**config.mk**
```make
export PLATFORM = sky130hd
export DESIGN_NAME = ili9341_frame_sequencer
export DESIGN_NICKNAME = d
export VERILOG_FILES = /design/src/rtl/ili9341_pkg.sv /design/src/rtl/scan_counter.sv /design/src/rtl/ili9341_frame_sequencer.sv
export SDC_FILE = /design/constraint.sdc
export NUM_CORES = 1
export LEC_CHECK = 0
export BUFFER_PORTS_ARGS = -buffer_cell sky130_fd_sc_hd__buf_2
export CAP_MARGIN = 20
export CORE_UTILIZATION = 55
export CTS_CLUSTER_SIZE = 8
export DETAILED_ROUTE_END_ITERATION = 8
export PLACE_DENSITY = 0.92
export SYNTH_ARGS = -nofsm -noshare
export SYNTH_HDL_FRONTEND = slang
export SYNTH_HIERARCHICAL = 1
export SYNTH_SLANG_ARGS = --single-unit
export TNS_END_PERCENT = 30
```
**constraint.sdc**
```tcl
create_clock -name clk -period 2.6 [get_ports clk]
set_clock_uncertainty 0.05 [all_clocks]
set_input_delay 0.65 -clock clk [delete_from_list [all_inputs] [get_ports clk]]
set_output_delay 0.65 -clock clk [all_outputs]
set_load 0.01 [all_outputs]
```
**src/rtl/ili9341_pkg.sv**
```systemverilog
// Shared constants, state encoding and the preamble byte table for the ILI9341 frame sequencer.
package ili9341_pkg;

   localparam logic [7:0]  CMD_CASET    = 8'h2A;
   localparam logic [7:0]  CMD_PASET    = 8'h2B;
   localparam logic [7:0]  CMD_RAMWR    = 8'h2C;
   localparam int unsigned PREAMBLE_LEN = 11;

   typedef enum logic [2:0] {
      StIdle,
      StPreamble,
      StPixHi,
      StPixLo,
      StDone
   } seq_state_e;

   // Window is always the full panel, so start coordinates are zero.
   function automatic logic [7:0] preamble_byte(input logic [3:0]  idx,
                                                input logic [15:0] wmax,
                                                input logic [15:0] hmax);
      case (idx)
         4'd0:    return CMD_CASET;
         4'd3:    return wmax[15:8];
         4'd4:    return wmax[7:0];
         4'd5:    return CMD_PASET;
         4'd8:    return hmax[15:8];
         4'd9:    return hmax[7:0];
         4'd10:   return CMD_RAMWR;
         default: return 8'h00;
      endcase
   endfunction

   function automatic logic preamble_dc(input logic [3:0] idx);
      return !(idx == 4'd0 || idx == 4'd5 || idx == 4'd10);
   endfunction

endpackage

```
**src/rtl/scan_counter.sv**
```systemverilog
// Row-major x/y pixel coordinate counter with enable, synchronous clear and last-pixel flag.
module scan_counter #(
   parameter int unsigned WIDTH  = 240,
   parameter int unsigned HEIGHT = 320,
   parameter int unsigned XW     = $clog2(WIDTH) + 1,
   parameter int unsigned YW     = $clog2(HEIGHT) + 1
) (
   input  logic          clk,
   input  logic          reset,
   input  logic          en,
   input  logic          clr,
   output logic [XW-1:0] x,
   output logic [YW-1:0] y,
   output logic          last
);

   localparam logic [XW-1:0] XMAX = XW'(WIDTH - 1);
   localparam logic [YW-1:0] YMAX = YW'(HEIGHT - 1);

   always_ff @(posedge clk or posedge reset) begin
      if (reset) begin
         x <= '0;
         y <= '0;
      end else if (clr) begin
         x <= '0;
         y <= '0;
      end else if (en) begin
         if (x == XMAX) begin
            x <= '0;
            y <= (y == YMAX) ? '0 : y + YW'(1);
         end else begin
            x <= x + XW'(1);
         end
      end
   end

   assign last = (x == XMAX) && (y == YMAX);

endmodule

```
**src/rtl/ili9341_frame_sequencer.sv**
```systemverilog
// Emits CASET/PASET/RAMWR then one RGB565 frame as a valid/ready byte stream.
// Define FRAME_SEQ_CONTINUOUS_EN to chain frames back to back while start stays high.
module ili9341_frame_sequencer
   import ili9341_pkg::*;
#(
   parameter  int unsigned WIDTH  = 240,
   parameter  int unsigned HEIGHT = 320,
   localparam int unsigned XW     = $clog2(WIDTH) + 1,
   localparam int unsigned YW     = $clog2(HEIGHT) + 1
) (
   input  logic          clk,
   input  logic          reset,
   input  logic          start,
   output logic          busy,
   output logic          frame_done,
   output logic [7:0]    byte_out,
   output logic          byte_dc,
   output logic          byte_valid,
   input  logic          byte_ready,
   output logic [XW-1:0] pix_x,
   output logic [YW-1:0] pix_y,
   input  logic [15:0]   pix_data
);

   localparam logic [15:0] WMAX     = 16'(WIDTH - 1);
   localparam logic [15:0] HMAX     = 16'(HEIGHT - 1);
   localparam logic [3:0]  IDX_LAST = 4'(PREAMBLE_LEN - 1);

   seq_state_e state;
   logic [3:0] idx;
   logic [7:0] byte_q;
   logic       xfer;
   logic       last_pix;
   logic       cnt_en;
   logic       cnt_clr;

   assign xfer    = byte_valid && byte_ready;
   assign cnt_en  = (state == StPixLo) && xfer;
   assign cnt_clr = (state == StPreamble) && xfer && (idx == IDX_LAST);

   // High byte passes straight from the source so a coordinate step costs no bubble.
   assign byte_out = (state == StPixHi) ? pix_data[15:8] : byte_q;

   scan_counter #(
      .WIDTH  (WIDTH),
      .HEIGHT (HEIGHT),
      .XW     (XW),
      .YW     (YW)
   ) u_scan (
      .clk   (clk),
      .reset (reset),
      .en    (cnt_en),
      .clr   (cnt_clr),
      .x     (pix_x),
      .y     (pix_y),
      .last  (last_pix)
   );

   always_ff @(posedge clk or posedge reset) begin
      if (reset) begin
         state      <= StIdle;
         idx        <= '0;
         byte_q     <= 8'h00;
         byte_dc    <= 1'b0;
         byte_valid <= 1'b0;
         busy       <= 1'b0;
         frame_done <= 1'b0;
      end else begin
         frame_done <= 1'b0;
         case (state)
            StIdle: begin
               if (start) begin
                  state      <= StPreamble;
                  idx        <= '0;
                  byte_q     <= CMD_CASET;
                  byte_dc    <= 1'b0;
                  byte_valid <= 1'b1;
                  busy       <= 1'b1;
               end
            end
            StPreamble: begin
               if (xfer) begin
                  if (idx == IDX_LAST) begin
                     state   <= StPixHi;
                     byte_dc <= 1'b1;
                  end else begin
                     idx     <= idx + 4'd1;
                     byte_q  <= preamble_byte(idx + 4'd1, WMAX, HMAX);
                     byte_dc <= preamble_dc(idx + 4'd1);
                  end
               end
            end
            StPixHi: begin
               if (xfer) begin
                  byte_q <= pix_data[7:0];
                  state  <= StPixLo;
               end
            end
            StPixLo: begin
               if (xfer) begin
                  if (last_pix) begin
                     state      <= StDone;
                     byte_valid <= 1'b0;
                     byte_dc    <= 1'b0;
                     frame_done <= 1'b1;
`ifdef FRAME_SEQ_CONTINUOUS_EN
                     busy       <= start;
`else
                     busy       <= 1'b0;
`endif
                  end else begin
                     state <= StPixHi;
                  end
               end
            end
            StDone: begin
`ifdef FRAME_SEQ_CONTINUOUS_EN
               if (start) begin
                  state      <= StPreamble;
                  idx        <= '0;
                  byte_q     <= CMD_CASET;
                  byte_dc    <= 1'b0;
                  byte_valid <= 1'b1;
                  busy       <= 1'b1;
               end else begin
                  state <= StIdle;
                  busy  <= 1'b0;
               end
`else
               state <= StIdle;
`endif
            end
            default: state <= StIdle;
         endcase
      end
   end

endmodule

```
==> results of run 1 <==
[logic make-up (layout without fill, tap and decap cells)]
logic type      Yosys count  after routing  share of synthesized area
compound gates           62             62                      0.183
buf+inv                  23             71                     0.0526
fa+ha+maj                 7              7                     0.0364
flops                    37             37                      0.385
mux                       4              4                     0.0172
simple gates            132            132                      0.282
xor+xnor                 12             12                     0.0437
[state kept, by name (all words and copies together), names as in the netlist]
name,cells
idx,4
byte_valid,1
byte_dc,1
frame_done,1
u_scan/y,10
u_scan/x,9
byte_q,8
state,3
[worst paths after layout]
kind                                       start                       to  slack [ns]  depth (start not counted)
setup / recovery            state[2]$_DFFE_PP0P_              byte_out[4]        0.26                          5
hold / removal                             reset  u_scan/x[0]$_DFFE_PP0P_        0.43                          2
setup reg to reg              idx[0]$_DFFE_PP0P_  u_scan/y[7]$_DFFE_PP0P_        0.29                          8
hold reg to reg            byte_q[2]$_DFFE_PP0P_    byte_q[2]$_DFFE_PP0P_        0.47                          1
max in group asynchronous                  reset       idx[3]$_DFFE_PP0P_        1.62                          2
min in group clk           byte_q[2]$_DFFE_PP0P_    byte_q[2]$_DFFE_PP0P_        0.47                          1
[routing by layer]
metal | track usage | wire length, um | vias to the layer above
met5 | 0 | 0 | -
met4 | 0.120 | 81 | 0
met3 | 0.0467 | 274 | 9
met2 | 0.431 | 2660 | 74
met1 | 0.278 | 2230 | 1028
li1 | - | - | 1079
[power by group through the flow]
stage / Clock (W) / Combinational [W] / Sequential (W)
floorplan: 0 / 0.000923 / 0.000835
global placement: 0 / 0.00108 / 0.000878
detailed placement: 0 / 0.00114 / 0.000889
CTS: 0.000419 / 0.00114 / 0.000880
global route: 0.000425 / 0.00129 / 0.000903
finish: 0.000414 / 0.00114 / 0.000880
[metrics by stage]
| stage | hold slack (ns) | area, um^2 | setup slack (ns) |
|---|---|---|---|
| 2_1_floorplan | 0.432 | 2400 | 0.388 |
| 3_3_place_gp | 0.444 | 2650 | 0.444 |
| 3_5_place_dp | 0.452 | 2650 | 0.330 |
| 4_1_cts | 0.442 | 2740 | 0.243 |
| 5_1_grt | 0.465 | 2740 | 0.124 |
| 6_report | 0.425 | 2740 | 0.257 |
[area by class of cell]
class                      count  area, um^2  area share
clock buffer                   7        86.3      0.0315
sequential                    37         926       0.338
timing repair buffer          53         273      0.0995
tap                           50        62.6      0.0228
multi-input combinational    217        1350       0.493
inverter                      11        41.3      0.0151
[cell usage in the layout (no fill, tap or decap), types with 5 or more instances in the layout]
cell type / netlist / routed
ha_1: 7 / 7
nor2_1: 24 / 24
clkbuf_8: 0 / 6
nor3_1: 5 / 5
a31oi_1: 7 / 7
nand3_1: 15 / 15
inv_1: 11 / 11
dfrtp_1: 37 / 37
nand2b_1: 6 / 6
xnor2_1: 7 / 7
nand2_1: 47 / 47
buf_2: 2 / 50
a21oi_1: 10 / 10
xor2_1: 5 / 5
o21ai_0: 18 / 18
nand4_1: 6 / 6
[critical path: stages (launching register included)]
cell	delay, ns
dfrtp_1	0.46
nand2b_1	0.24
or2_2	0.38
nand2_1	0.09
nand2_1	0.05
buf_2	0.13
==> results.md, run 1 <==
Run status:
- The run finished with clean final reports.

Worst hold path:
- The path class of the tightest hold or removal check is in2async.

Yosys:
- In this run, distinct cell masters in the synthesized netlist total 59.
- After synthesis, the cell types taking the most area are dfrtp_1, nand2_1, o21ai_0.
- For this run, the number of Yosys warnings is 6.
- The top cell type's share of synthesized area is 0.385.
- For this run, the leading register cell type out of synthesis is dfrtp_1.
- The cell count after synthesis came out at roughly 280.
- Yosys mapped a number of flops with a built-in enable equal to 0.
- For this run, the register share of the synthesized area comes to 0.385.
- The most repeated cell in the gate-level netlist after synthesis is nand2_1.
- The share of synthesized registers carrying an async set or reset is 1.00.
- Counting flops and latches in the post-synthesis netlist gives 37.
- The mapped netlist covers 2400 um^2.
- The post-synthesis cell type with the largest combined area is dfrtp_1.
- The synthesized net count is slightly above 300.
- The mean post-synth cell area is just under 9 um^2.
- The commonest cells after synthesis are nand2_1, dfrtp_1, nor2_1, o21ai_0, nand3_1.

STA:
- The number of pins with negative max-slew slack in the final report came to 0.
- The worst pin sits at a relative slew slack of 0.520.
- The part of the cycle the worst path needs is 0.901.
- Setup total negative slack on the finished layout was measured at 0 ns.
- The minimum period implied by the final worst setup slack is 2.34 ns.
- The final setup violation count is 0.
- The final-report hold violation count came to 0.
- The actual slew at the worst max-slew pin is between 0.7 and 0.8 ns.
- Derived from the worst setup path, the maximum achievable clock frequency is approximately 430 MHz.
- Setup repair after global routing left no endpoint under its margin.

Detailed routing:
- The antenna violation net count after detailed routing is 0.
- Detailed routing inserted a total of ~2,200 vias.
- For this block, the routed nets add up to 5250 um of wire.
- Before antenna repair, the detailed router went through 4 iterations.
- The first routing iteration left 132 violations.
- The count of unresolved DRC violations after routing is 0.
- The average routed wire per standard cell is 14.0 um.
- After detailed routing, the number of vias per cell comes to 5.84.

Clock network:
- The post-CTS setup buffer count is 0.
- The source-to-sink clock delay at the later pin of the worst-skew pair is 0.29 ns.
- CTS placed an instance of clkbuf_8 at the clock tree root.
- The total clock sinks is 37.
- The TritonCTS clock tree is done.
- Counting the buffers created by CTS gives 5.
- The H-tree generated during clock tree synthesis spans 2 levels.
- Clock-pin slew was measured on the worst setup and hold paths at ~0.070 ns.
- The maximum number of buffers from clock root to sink is 2.
- The quantity of hold-fixing buffers added after cts is 0.
- Post-CTS repair changed the size of 0 cells.

Final layout:
- The count of cells in the finished layout, fillers not included, comes to between 300 and 400.
- The area overhead of the layout relative to synthesis is 14.0%.
- The fill cell instance count of the final layout is 360.
- At the end of the flow the core is filled with cells to 0.671.
- The number of nets at the end of the flow is 352.
- Of the cells placed in the final design, the portion with a size suffix greater than 1 is 0.231.
- The number of diodes is 0.

Global routing:
- The via count of the first global-routing pass was roughly 2,000.
- Entering global routing, the biggest net connects 20 pins.
- The overall routing resource usage is 0.244.
- The wire length of the first global-routing pass is approximately 8400 um.
- The total global routing overflow is 0.
- The initial antenna violation count is 0.

Floorplanning:
- The initialized floorplan defines 23 standard-cell rows.
- The total area inside the core boundary comes to about 4100 um^2.
- The initial core utilization is 0.588.
- The die is slightly below 70 um tall.
- In this run the horizontal extent of the chip is a little under 70 um.
- The floorplan die area is roughly 4600 um^2.
- In this run the count of I/O pins placed on the die edge is between 50 and 60.

Power:
- The clock network fraction of design power is 0.170.
- Internal power comes to between 0.001 and 0.0015 W.
- The fraction of power consumed by sequential logic is 0.362.
- For this design the ratio of total power to cell area is ~900 nW/um^2.
- The analysis attributes to cell leakage a power of around 1.3 nW.
- The switching share of power is 0.414.
- The combinational share of power is 0.467.
- The power consumption is between 0.002 and 0.0025 W.
- The peak supply drop is about 510 uV.
- The reported net switching power is about 0.0010 W.

Place:
- Detailed placement finished with a half-perimeter wire length of a little under 4000 um.
- The congestion estimate from routability-driven global placement came to between 0.8 and 0.9.
- Buffers placed on the I/O ports in this run total 50.
- The number of placed instances, taps included, is about 370.

Job:
- The max-capacitance violation count is 0.

Critical path:
- For the worst setup path, the data required time is 1.90 ns.
- The category of the worst setup path launch point is a flop.
- STA classifies the critical path endpoint as a primary output.
- The worst endpoint data arrival time is 1.64 ns.
- Of all nets on the critical path, the largest fanout is 8.
- By startpoint and endpoint, the worst setup path is classified as reg2out.
(Power assumes the default switching activity.)
==> run 2, diff against run 1 <==
- BUFFER_PORTS_ARGS: -buffer_cell sky130_fd_sc_hd__buf_2 -> -buffer_cell sky130_fd_sc_hd__clkbuf_2
- CORE_MARGIN: not set -> 2
==> results.md, run 2 (synthesized netlist as in run 1, its figures left out) <==
Critical path:
- The type of the worst setup path is reg2reg (was reg2out).
- The kind of cell adding the most delay to the critical path was simple AND/OR/NAND/NOR gates (unchanged).
- The worst reg2reg path depth is 8 (unchanged).
- The required time at the endpoint of the critical path was 2.79 ns (was 1.90 ns).
- The category of the worst setup path capture point is a flop (was primary output).
- The worst endpoint data arrival time came to 2.53 ns (was 1.64 ns).
- The endpoint of the most critical register-to-register path is u_scan/y[7]$_DFFE_PP0P_ (unchanged).
- The slowest cell on the critical path is or4b_1 (was dfrtp_1).
- The worst-case register-to-register setup slack is 0.26 ns (was 0.29 ns).
- The count of buffer and inverter cells on the critical path is 2 (was 1).
- The maximum fanout along the worst path is 15 (was 8).
- The category of the worst setup path launch point is a flop (unchanged).
- The start of the worst register-to-register path is idx[0]$_DFFE_PP0P_ (unchanged).
- Crit path cell chain: inv_1 -> ha_1 -> nand3b_1 -> nor3_1 -> buf_4 -> a41oi_2 -> or4b_1 -> nand2_1 (was nand2b_1 -> or2_2 -> nand2_1 -> nand2_1 -> buf_2).
- The critical path's largest stage delay is 0.49 ns (was 0.46 ns).

STA:
- The minimum period implied by the final worst setup slack is 2.34 ns (about the same).
- The actual slew at the worst max-slew pin was 0.715 ns (was 0.720 ns).
- The number of pins with negative max-slew slack in the final report was 0 (unchanged).
- The setup TNS after final layout is 0 ns (unchanged).
- The final setup violation count is 0 (unchanged).
- The part of the cycle the worst path needs is 0.899 (was 0.901).
- The fmax is 428 MHz (was 427 MHz).
- The final worst slack is 0.262 ns (was 0.257 ns).
- The tightest slew margin relative to the limit is 0.523 (was 0.520).
- The final worst hold slack is 0.397 ns (was 0.425 ns).
- The final-report hold violation count came to 0 (unchanged).
- RSZ-0062 raised after global routing: no (unchanged).

Final layout:
- The most frequent standard cell in the layout excluding fill and tap cells is clkbuf_2 (was buf_2).
- The fraction of layout cells with a size suffix above 1 is 0.233 (was 0.231).
- The register bank with the most flops is u_scan/y (unchanged).
- The fill cell instance count of the final layout is 372 (was 360).
- The number of diodes came to 0 (unchanged).
- The post-layout instance count excluding filler cells is 378 (was 375).
- The area overhead of the layout relative to synthesis is 15.4% (was 14.0%).
- The sequential standard cell area came to 926 um^2 (unchanged).
- The number of nets at the end of the flow is 352 (unchanged).
- The combined area of the multi-input logic cells is 1350 um^2 (unchanged).
- The number of flip-flops in the largest register was 10 (unchanged).
- Top library cells by usage in the layout, fill and taps aside: clkbuf_2, nand2_1, dfrtp_1 (was buf_2, nand2_1, dfrtp_1).
- Largest registers ranked by flip-flop count: u_scan/y: 10 flops, u_scan/x: 9 flops, byte_q: 8 flops (unchanged).

Power:
- The peak supply drop came to 459 uV (was 506 uV).
- The power density over the cells is 912 nW/um^2 (was 887 nW/um^2).
- The leakage power total was 1.32 nW (was 1.31 nW).
- The power consumption is 0.00253 W (was 0.00243 W).

Place:
- The placed wire-length estimate is 3910 um (was 3900 um).
- The number of input and output port buffers inserted is 50 (unchanged).
- The instance count after placement with tap cells included is 370 (was 368).
- The pre-CTS setup slack is 0.351 ns (was 0.330 ns).
- The weighted congestion at the end of routability-driven global placement is 0.885 (was 0.840).

Clock network:
- The source-to-sink clock delay at the later pin of the worst-skew pair is 0.30 ns (was 0.29 ns).
- The clock-pin slew of the registers on the worst-case setup and hold paths is 0.07 ns (about the same).
- The level count of the clock H-tree is 2 (unchanged).
- The TritonCTS clock tree was done (unchanged).
- The total clock sinks is 37 (unchanged).
- The post-CTS setup buffer count was 0 (unchanged).
- The quantity of hold-fixing buffers added after cts was 0 (unchanged).
- The number of buffers created by CTS was 5 (unchanged).
- The clock tree root buffer cell is clkbuf_8 (unchanged).
- The maximum number of buffers from clock root to sink came to 2 (unchanged).
- The post-cts gate resize count was 0 (unchanged).

Detailed routing:
- The total number of vias came to 2,199 (was 2,190).
- The detailed-route wire length came to 5370 um (was 5250 um).
- The count of unresolved DRC violations after routing is 0 (unchanged).
- The met3 routed wirelength is 258 um (was 274 um).
- The detailed route wirelength on metal2 is 2740 um (was 2660 um).
- The uppermost metal layer occupied by signal nets is met4 (unchanged).
- The antenna violation net count after detailed routing is 0 (unchanged).
- The post-route met1 wirelength is 2290 um (was 2230 um).
- The detailed-routing iteration count for the pre-antenna-repair pass came to 4 (unchanged).
- The per-cell via count in the routed design was 5.82 (was 5.84).
- The number of DRC markers after the initial detailed-route iteration came to 78 (was 132).
- The average routed wire per standard cell is 14.2 um (was 14.0 um).

Job:
- The max-capacitance violation count is 0 (unchanged).

Floorplanning:
- The die height is 70.1 um (was 68.1 um).
- The area of the placeable core was 4290 um^2 (was 4090 um^2).
- The die width is 70.1 um (was 68.1 um).
- The count of standard-cell rows is 24 (was 23).
- The count of pins on the block boundary came to 51 (unchanged).
- The initial core utilization was 0.560 (was 0.588).
- The floorplan die area came to 4910 um^2 (was 4640 um^2).

Global routing:
- The total global routing overflow was 0 (unchanged).
- The maximum number of pins on one net before global-route repair is 20 (unchanged).
- The initial antenna violation count is 0 (unchanged).
- The wire length of the first global-routing pass is 9250 um (was 8450 um).
- The via count of the first global-routing pass came to 2,078 (was 1,995).
- The overall routing resource usage is 0.233 (was 0.244).

Run status:
- Run status: finished clean (unchanged).

Worst hold path:
- The path category of the worst min-delay check is in2async (unchanged).
[run 2: cell count changes in the layout (fill, tap and decap cells not counted), sizes merged]
cell	change
clkbuf	+50
buf	-50
bufinv	+1
[run 2: layout make-up]
cell class / instances / share of cell area
multi-input cells: 217 / 0.487
well taps: 52 / 0.0235
clock buffers: 7 / 0.0311
clock inverters: 1 / 0.0108
repair buffers: 53 / 0.0984
flip-flops and latches: 37 / 0.334
inverters: 11 / 0.0149
[run 2: stage by stage]
step / instance area (um^2) / utilization
after floorplan: 2400 / -
after global placement: 2660 / 0.619
after detailed placement: 2660 / 0.619
after CTS: 2770 / 0.646
after global routing: 2770 / 0.646
final: 2770 / 0.646
[run 2: power by group]
| part | switching, W | leakage [nW] | internal [W] |
|---|---|---|---|
| registers | 0.000164 | 0.480 | 0.000717 |
| logic | 0.000632 | 0.779 | 0.000493 |
| clock network | 0.000210 | 0.0585 | 0.000313 |
[run 2: worst max path at each step]
stage | cells past startpoint | endpoint | slack (ns) | startpoint
floorplan | 8 | u_scan/y[3]$_DFFE_PP0P_ | 0.39 | idx[0]$_DFFE_PP0P_
global placement | 8 | u_scan/y[7]$_DFFE_PP0P_ | 0.44 | idx[0]$_DFFE_PP0P_
global route | 5 | byte_out[6] | 0.14 | state[2]$_DFFE_PP0P_
CTS | 5 | byte_out[4] | 0.26 | state[2]$_DFFE_PP0P_
finish | 8 | u_scan/y[7]$_DFFE_PP0P_ | 0.26 | idx[0]$_DFFE_PP0P_
detailed placement | 8 | u_scan/y[7]$_DFFE_PP0P_ | 0.35 | idx[0]$_DFFE_PP0P_
[run 2: per-layer routing]
metal  track usage  vias up
met3        0.0491       11
met2         0.415       71
met5             0        -
met1         0.272     1036
met4        0.0897        0
li1              -     1081
==> run 3, diff against run 2 <==
- REMOVE_ABC_BUFFERS: not set -> 1
==> results.md, run 3 (synthesized netlist as in run 1, its figures left out) <==
Floorplanning:
- The die height is 70.1 um (unchanged).
- The area of the placeable core is 4290 um^2 (unchanged).
- The count of standard-cell rows is 24 (unchanged).
- The floorplan die area was 4910 um^2 (unchanged).
- The count of pins on the block boundary came to 51 (unchanged).
- The initial core utilization was 0.560 (unchanged).
- The die width is 70.1 um (unchanged).

Detailed routing:
- The per-cell via count in the routed design was 5.71 (was 5.82).
- The total number of vias is 2,160 (was 2,199).
- The average routed wire per standard cell came to 14.0 um (was 14.2 um).
- The count of unresolved DRC violations after routing came to 0 (unchanged).
- The detailed-route wire length came to 5310 um (was 5370 um).
- The number of DRC markers after the initial detailed-route iteration was 104 (was 78).
- The antenna violation net count after detailed routing came to 0 (unchanged).
- The detailed-routing iteration count for the pre-antenna-repair pass is 4 (unchanged).

Final layout:
- Largest registers ranked by flip-flop count: u_scan/y: 10 flops, u_scan/x: 9 flops, byte_q: 8 flops (unchanged).
- The combined area of the multi-input logic cells is 1350 um^2 (unchanged).
- The fraction of layout cells with a size suffix above 1 came to 0.236 (was 0.233).
- The number of diodes is 0 (unchanged).
- The area overhead of the layout relative to synthesis came to 14.7% (was 15.4%).
- The most frequent standard cell in the layout excluding fill and tap cells is clkbuf_2 (unchanged).
- Top library cells by usage in the layout, fill and taps aside: clkbuf_2, nand2_1, dfrtp_1 (unchanged).
- The register bank with the most flops is u_scan/y (unchanged).
- The number of flip-flops in the largest register is 10 (unchanged).
- The fill cell instance count of the final layout was 363 (was 372).
- The sequential standard cell area is 926 um^2 (unchanged).
- The number of nets at the end of the flow is 352 (unchanged).

Run status:
- Run status: finished clean (unchanged).

Power:
- The leakage power total is 1.31 nW (was 1.32 nW).
- The power density over the cells is 893 nW/um^2 (was 912 nW/um^2).
- The peak supply drop is 390 uV (was 459 uV).

Clock network:
- The post-cts gate resize count is 0 (unchanged).
- The clock-pin slew of the registers on the worst-case setup and hold paths is 0.07 ns (about the same).
- The total clock sinks is 37 (unchanged).
- The number of buffers created by CTS came to 5 (unchanged).
- The maximum number of buffers from clock root to sink was 2 (unchanged).
- The post-CTS setup buffer count was 0 (unchanged).
- The quantity of hold-fixing buffers added after cts is 0 (unchanged).
- The level count of the clock H-tree is 2 (unchanged).
- The TritonCTS clock tree is done (unchanged).
- The source-to-sink clock delay at the later pin of the worst-skew pair was 0.29 ns (was 0.30 ns).
- The clock tree root buffer cell was clkbuf_8 (unchanged).

STA:
- The part of the cycle the worst path needs came to 0.913 (was 0.899).
- The final setup violation count is 0 (unchanged).
- The final-report hold violation count is 0 (unchanged).
- The number of pins with negative max-slew slack in the final report was 0 (unchanged).
- The setup TNS after final layout is 0 ns (unchanged).
- The tightest slew margin relative to the limit is 0.504 (was 0.523).
- The final worst slack came to 0.226 ns (was 0.262 ns).
- The minimum period implied by the final worst setup slack is 2.37 ns (was 2.34 ns).
- The actual slew at the worst max-slew pin came to 0.743 ns (was 0.715 ns).
- RSZ-0062 raised after global routing: no (unchanged).
- The fmax came to 421 MHz (was 428 MHz).

Global routing:
- The initial antenna violation count is 0 (unchanged).
- The wire length of the first global-routing pass is 9050 um (was 9250 um).
- The overall routing resource usage is 0.229 (was 0.233).
- The via count of the first global-routing pass is 2,019 (was 2,078).
- The total global routing overflow is 0 (unchanged).
- The maximum number of pins on one net before global-route repair is 20 (unchanged).

Critical path:
- The category of the worst setup path capture point is a primary output (was flop).
- The count of buffer and inverter cells on the critical path is 1 (was 2).
- The start of the worst register-to-register path is idx[0]$_DFFE_PP0P_ (unchanged).
- The maximum fanout along the worst path is 8 (was 15).
- The category of the worst setup path launch point is a flop (unchanged).
- The cell that appears most often on the critical path is nand2_1.
- The kind of cell adding the most delay to the critical path is simple AND/OR/NAND/NOR gates (unchanged).
- The type of the worst setup path is reg2out (was reg2reg).
- The worst endpoint data arrival time is 1.67 ns (was 2.53 ns).
- The slowest cell on the critical path was dfrtp_1 (was or4b_1).
- The required time at the endpoint of the critical path is 1.90 ns (was 2.79 ns).
- The critical path's largest stage delay is 0.47 ns (was 0.49 ns).
- The launching instance or port of the critical path is state[2]$_DFFE_PP0P_ (was idx[0]$_DFFE_PP0P_).
- Crit path cell chain: nand2b_1 -> or2_2 -> nand2_1 -> nand2_1 -> clkbuf_2 (was inv_1 -> ha_1 -> nand3b_1 -> nor3_1 -> buf_4 -> a41oi_2 -> or4b_1 -> nand2_1).

Job:
- The max-capacitance violation count came to 0 (unchanged).

Place:
- The placed wire-length estimate was 3940 um (was 3910 um).
- The pre-CTS setup slack came to 0.342 ns (was 0.351 ns).
- The number of input and output port buffers inserted is 50 (unchanged).
- The weighted congestion at the end of routability-driven global placement is 0.918 (was 0.885).

Worst hold path:
- The path category of the worst min-delay check is in2async (unchanged).
[run 3: cell count changes in the layout (fill, tap and decap cells not counted), sizes merged]
cell / before / now
clkinv: 0 / 1
bufinv: 1 / 0
[run 3: cell type report]
class | instances | area share
multi-input cells | 217 | 0.490
flip-flops and latches | 37 | 0.336
repair buffers | 53 | 0.0989
clock buffers | 7 | 0.0349
well taps | 52 | 0.0236
inverters | 11 | 0.0150
clock inverters | 1 | 0.00181
[run 3: layer usage]
layer | wire length, um | GRT usage | up-vias
li1 | - | - | 1078
met1 | 2270 | 0.268 | 1006
met2 | 2670 | 0.400 | 68
met3 | 287 | 0.0563 | 8
met4 | 82 | 0.0940 | 0
met5 | 0 | 0 | -
[run 3: worst paths after layout]
check	endpoint	slack, ns	depth (start not counted)
worst min-delay path	byte_valid$_DFFE_PP0P_	0.40	2
min in group clk	byte_q[2]$_DFFE_PP0P_	0.47	1
max in group asynchronous	u_scan/y[5]$_DFFE_PP0P_	1.61	2
worst min register to register	byte_q[2]$_DFFE_PP0P_	0.47	1
worst max-delay path	byte_out[0]	0.23	5
worst max register to register	u_scan/y[7]$_DFFE_PP0P_	0.32	8
[run 3: power by group]
| part | switching, W | leakage [nW] | total, W | internal, W |
|---|---|---|---|---|
| Sequential | 0.000163 | 0.480 | 0.000880 | 0.000717 |
| Combinational | 0.000650 | 0.779 | 0.00115 | 0.000496 |
| Clock | 0.000197 | 0.0542 | 0.000436 | 0.000239 |
| Total | 0.00101 | 1.31 | 0.00246 | 0.00145 |
[run 3: worst reg2reg max path, stage by stage, from the launching register on]
cell	delay, ns
dfrtp_1	0.48
inv_1	0.13
ha_1	0.21
nand3b_1	0.20
nor3_1	0.09
buf_4	0.19
a41oi_2	0.31
or4b_1	0.46
nand2_1	0.09
[run 3: through the flow]
step / cell area (um^2) / std cells / utilization / total power [W] / hold slack (ns)
after floorplan: 2320 / 265 / - / 0.00169 / 0.432
after global placement: 2660 / 370 / 0.619 / 0.00196 / 0.437
after detailed placement: 2660 / 370 / 0.619 / 0.00202 / 0.458
after CTS: 2760 / 378 / 0.642 / 0.00247 / 0.425
after global routing: 2760 / 378 / 0.642 / 0.00266 / 0.466
final: 2760 / 378 / 0.642 / 0.00246 / 0.401
